File: src/rtl/de2_115_qsys_key_pio.sv
// Avalon-MM input PIO for push-buttons: 2-flop synchronizer, per-bit debounce,
// edge capture with write-one-to-clear, and a maskable level interrupt.
module de2_115_qsys_key_pio #(
   parameter int WIDTH           = 4,
   parameter int DEBOUNCE_CYCLES = 500000,
   parameter int EDGE_TYPE       = 1,
   parameter int IDLE_HIGH       = 1
) (
   input  logic             clk,
   input  logic             reset_n,
   input  logic [1:0]       address,
   input  logic             chipselect,
   input  logic             write_n,
   input  logic [31:0]      writedata,
   input  logic [WIDTH-1:0] in_port,
   output logic [31:0]      readdata,
   output logic             irq
);

   localparam int               CNT_W      = $clog2(DEBOUNCE_CYCLES + 1);
   localparam logic [WIDTH-1:0] IDLE_LEVEL = (IDLE_HIGH != 0) ? {WIDTH{1'b1}} : {WIDTH{1'b0}};
   localparam logic [CNT_W-1:0] CNT_LAST   = CNT_W'(DEBOUNCE_CYCLES - 1);

   logic [WIDTH-1:0] r_sync1;
   logic [WIDTH-1:0] r_sync2;
   logic [WIDTH-1:0] r_deb;
   logic [WIDTH-1:0] r_irqmask;
   logic [WIDTH-1:0] r_edgecap;
   logic [CNT_W-1:0] r_cnt [WIDTH];

   logic             w_wr;
   logic [WIDTH-1:0] w_change;
   logic [WIDTH-1:0] w_done;
   logic [WIDTH-1:0] w_edge;
   logic [WIDTH-1:0] w_clr;
   logic [WIDTH-1:0] w_deb_next;
   logic [CNT_W-1:0] w_cnt_next [WIDTH];
   logic             w_unused;

   assign w_wr     = chipselect && !write_n;
   assign w_clr    = (w_wr && address == 2'd3) ? writedata[WIDTH-1:0] : {WIDTH{1'b0}};
   assign w_unused = &{1'b0, writedata};

   genvar gi;
   generate
      for (gi = 0; gi < WIDTH; gi++) begin : g_bit
         // A bit only counts while it disagrees with the accepted level; any
         // agreement (including a glitch back) restarts the stability window.
         assign w_change[gi]   = r_sync2[gi] != r_deb[gi];
         assign w_done[gi]     = w_change[gi] && (r_cnt[gi] == CNT_LAST);
         assign w_cnt_next[gi] = (!w_change[gi] || w_done[gi]) ? {CNT_W{1'b0}}
                                                               : r_cnt[gi] + CNT_W'(1);
         assign w_edge[gi]     = w_done[gi] && ((EDGE_TYPE == 0) ?  r_sync2[gi] :
                                                (EDGE_TYPE == 1) ? !r_sync2[gi] : 1'b1);
      end
   endgenerate

   assign w_deb_next = (r_deb & ~w_done) | (r_sync2 & w_done);

   always_ff @(posedge clk or negedge reset_n) begin
      if (!reset_n) begin
         r_sync1   <= IDLE_LEVEL;
         r_sync2   <= IDLE_LEVEL;
         r_deb     <= IDLE_LEVEL;
         r_irqmask <= {WIDTH{1'b0}};
         r_edgecap <= {WIDTH{1'b0}};
         for (int i = 0; i < WIDTH; i++) begin
            r_cnt[i] <= {CNT_W{1'b0}};
         end
      end else begin
         r_sync1 <= in_port;
         r_sync2 <= r_sync1;
         r_deb   <= w_deb_next;
         for (int i = 0; i < WIDTH; i++) begin
            r_cnt[i] <= w_cnt_next[i];
         end
         if (w_wr && address == 2'd2) begin
            r_irqmask <= writedata[WIDTH-1:0];
         end
         // Set has priority over a simultaneous clear so no event is lost.
         r_edgecap <= (r_edgecap & ~w_clr) | w_edge;
      end
   end

   always_comb begin
      readdata = 32'd0;
      case (address)
         2'd0:    readdata[WIDTH-1:0] = r_deb;
         2'd1:    readdata[WIDTH-1:0] = r_sync2;
         2'd2:    readdata[WIDTH-1:0] = r_irqmask;
         default: readdata[WIDTH-1:0] = r_edgecap;
      endcase
   end

   assign irq = |(r_edgecap & r_irqmask);

endmodule

File: config.mk
export PLATFORM = sky130hd
export DESIGN_NAME = de2_115_qsys_key_pio
export DESIGN_NICKNAME = d
export VERILOG_FILES = /design/src/rtl/de2_115_qsys_key_pio.sv
export SDC_FILE = /design/constraint.sdc
export NUM_CORES = 1
export LEC_CHECK = 0
export CORE_UTILIZATION = 60
export CTS_BUF_LIST = sky130_fd_sc_hd__clkbuf_16
export DETAILED_ROUTE_END_ITERATION = 7
export DONT_BUFFER_PORTS = 1
export GPL_TIMING_DRIVEN = 0
export PLACE_DENSITY = 0.76
export SLEW_MARGIN = 40
export SYNTH_ARGS = -nofsm -noshare
export SYNTH_HDL_FRONTEND = slang
export SYNTH_SLANG_ARGS = --single-unit
File: constraint.sdc
create_clock -name clk -period 2.12 [get_ports clk]
set_clock_uncertainty 0.1 [all_clocks]
set_input_delay 0.212 -clock clk [delete_from_list [all_inputs] [get_ports clk]]
set_output_delay 0.212 -clock clk [all_outputs]
set_load 0.005 [all_outputs]
==> summary.md <==
| Metric | Value |
|---|---|
| Worst path max stage delay | `0.58 ns` |
| TritonCTS clock tree | `yes` |
| Starting density of the core | `0.628` |
| DP HPWL | `6.30 mm` |
| RR Startpoint | `r_cnt[57]` |
| Switch share | `0.214` |
| CP Class | `reg -> reg` |
| M1 wire length | `4.12 mm` |
| Psw | `just under 0.0008 W` |
| Synth top cells by count | `84 x dfrtp_1, 82 x nor2_1, 43 x xnor2_1` |
| Final count of hold timing violations | `96` |
| Number of library cell types mapped by synthesis | `47` |
| FILL cells | `590` |
| Final ANT Viol Nets | `0` |
| All-Layer GR Usage | `0.224` |
| Final core occ | `0.714` |
| Crit path max-delay cell type | `or4_4` |
| Setup crit end kind | `register` |
| Synth warn | `0` |
| Crit-path max FO | `6` |
| CP top delay family | `simple AND/OR/NAND/NOR gates` |
| Maximum vdd drop | `between 0.4 and 0.5 mV` |
| Worst Path Required | `~2.3 ns` |
| Area after DPL | `5160 um^2` |
| Class of the worst hold path | `in -> async` |
| Unrepaired setup endpoints after global routing | `false` |
| Initial antenna violation count | `0` |
| Final TNS setup | `0 ns` |
| 1st-iter DRT viols | `approximately 120` |
| GP Congestion | `0.811` |
| Largest net degree at the start of global routing | `a little under 100` |
| Worst reg-to-reg path cell count | `5` |
| Setup crit start kind | `register` |
| Drt pass-1 iters | `4` |
| Grt total ovfl | `0` |
| Global-route wire length before repair | `15.1 mm` |
| Reg2reg end | `r_cnt[75]` |
| Syn avg cell area | `10.3 um^2` |
| Crit path DAT | `2.18 ns` |
| Fin nets | `576` |
| TritonCTS Sinks | `96` |
| Max Root-Sink Buffers | `2` |
| R2R Setup Slk | `between 0.09 and 0.1 ns` |
| Clock network fraction of design power | `0.427` |
| Hold buffer count at cts | `8` |
| Area delta synth->final | `13.6%` |
| Die ar. | `roughly 8600 um^2` |
| Crit-path cells | `ha_1 > nand3_2 > or4_4 > or3_1 > a21oi_1` |
| FFs w/ async S/R, synth | `1.00` |
| Most frequent cell after synthesis | `dfrtp_1` |
| Layout cell share with drive strength beyond 1 | `0.185` |
| Max Freq | `approximately 0.5 GHz` |
| Worst hold slack | `-0.537 ns` |
| Crit share post-route | `0.954` |
| Worst path bufs/invs | `0` |
| Clock latency on the worst-skew pair | `0.34 ns` |
| Slew Limit Fails | `0` |
| Rows | `32` |
| Failing checks | `negative hold slack` |
| Setup violators final | `0` |
| Core Area | `between 7000 and 8000 um^2` |
| # H-tree levels | `3` |
| Power Density | `657 nW/um^2` |
| Ant diodes | `0` |
| Leakage | `between 2 and 2.5 nW` |
| Max_cap viols | `0` |
| Fin area | `5600 um^2` |
| Clock-pin slew on the worst setup and hold paths | `0.07 ns` |
| Cell count after synthesis | `479` |
| Reg area | `2420 um^2` |
| Number of flops mapped to enable cells by yosys | `0` |
| Seq/Total Area, Yosys | `0.490` |
| Clock root cell | `clkbuf_16` |
| Die width | `92.7 um` |
| Main synth FF type | `dfrtp_1` |
| Cts bufs inserted | `9` |
| Metal3 WL | `~350 um` |
| Top Ports | `75` |
| Outcome | `finished with violations` |
| Vias after detailed routing | `3,461` |
| Synth area leaders | `dfrtp_1 43%, xnor2_1 7.6%, dfstp_2 6.4%, nor2_1 6.2%, buf_4 4.3%` |
| Die H | `92.7 um` |
| Mapped Area | `4930 um^2` |
| Yosys top cell area share | `0.426` |
| Area of the multi-input gates | `2320 um^2` |
| Flops & latches, synth | `96` |
| Minimum clock period | `2.02 ns` |
| Met2 WL | `4.55 mm` |
| DRC viols | `0` |
| P_int | `between 0.002 and 0.003 W` |
| Total Power | `0.00368 W` |
| Vias in the first global route | `3,376` |
| Top routing layer in use | `met4` |
| Total Wirelength | `9.15 mm` |
| IO Port Bufs | `0` |
| Comb pwr share | `0.052` |
| Sequential share of power | `0.521` |
| Via-per-instance ratio | `around 5.4` |
| Area leader, netlist | `dfrtp_1` |
| WL/cell | `roughly 14 um` |
[registers in the layout, indices dropped and copies added, names as in the netlist, named ones only]
signal     cells
r_cnt         76
r_edgecap      4
r_irqmask      4
r_sync1        4
r_sync2        4
[worst reg2reg max path: stages, from the launching register on]
cell,delay (ns)
dfrtp_1,0.40
ha_1,0.23
nand3_2,0.15
or4_4,0.58
or3_1,0.32
a21oi_1,0.16
[per-layer routing]
layer  vias to the layer above  track usage
li1                       1714            -
met1                      1666        0.283
met2                        70        0.389
met3                        11       0.0402
met4                         0       0.0769
met5                         -            0
[power by group through the flow]
stage / clock (W) / combinational, W / sequential (W)
2_1_floorplan: 0 / 0.000145 / 0.00194
3_3_place_gp: 0 / 0.000164 / 0.00195
3_5_place_dp: 0 / 0.000168 / 0.00195
4_1_cts: 0.00160 / 0.000187 / 0.00192
5_1_grt: 0.00167 / 0.000215 / 0.00192
6_report: 0.00157 / 0.000193 / 0.00192
[final cells by class]
cell class / count / share of cell area
plain buffers: 37 / 0.0474
repair buffers: 13 / 0.0210
inverters: 18 / 0.0121
well taps: 102 / 0.0228
clock inverters: 7 / 0.0114
clock buffers: 9 / 0.0402
multi-input cells: 355 / 0.414
flip-flops and latches: 96 / 0.432
[per-stage QoR]
step | instances | setup slack, ns
floorplan | 506 | 0.229
finish | 637 | 0.0978
CTS | 633 | 0.0284
global route | 637 | 0.0157
detailed placement | 608 | -0.0553
global placement | 608 | -0.0501
[worst max-delay path by stage]
stage | start | to | slack [ns] | cells past startpoint
floorplan | r_cnt[57] | r_cnt[75] | 0.23 | 5
global placement | r_cnt[57] | r_cnt[70] | -0.05 | 6
detailed placement | r_cnt[0] | r_cnt[10] | -0.06 | 5
CTS | r_cnt[57] | r_cnt[75] | 0.03 | 5
global route | r_cnt[57] | r_cnt[75] | 0.02 | 5
finish | r_cnt[57] | r_cnt[75] | 0.1 | 5
[cells in the final DEF, fill, tap and decap left out, types with 17 or more instances in the layout]
cell type and count:
dfrtp_1 84, nor2_1 82, xnor2_1 43, buf_4 34, conb_1 28, nand2_1 25, nand3_1 23, inv_1 19
nor3_1 18, xor2_1 18, nor4_1 17, nand4_1 17
[repair_timing]
item                       4_1_cts  5_1_grt
pin swaps                        1        2
hold endpoints to repair       108       96
buffers inserted                 1        4
setup endpoints to repair       39       23
resized for setup                4        3
[kinds of logic (layout without fill, tap and decap cells)]
logic type      count (synthesis)  count (layout)  synth area share
mux                            16              16            0.0447
compound gates                 27              27            0.0409
buf+inv                        55              84            0.0665
other cells                     1              28          0.000760
fa+ha+maj                       4               4            0.0102
simple gates                  219             219             0.239
xor+xnor                       61              61             0.108
flops                          96              96             0.490
No activity file was read; power rests on OpenSTA's default activity.
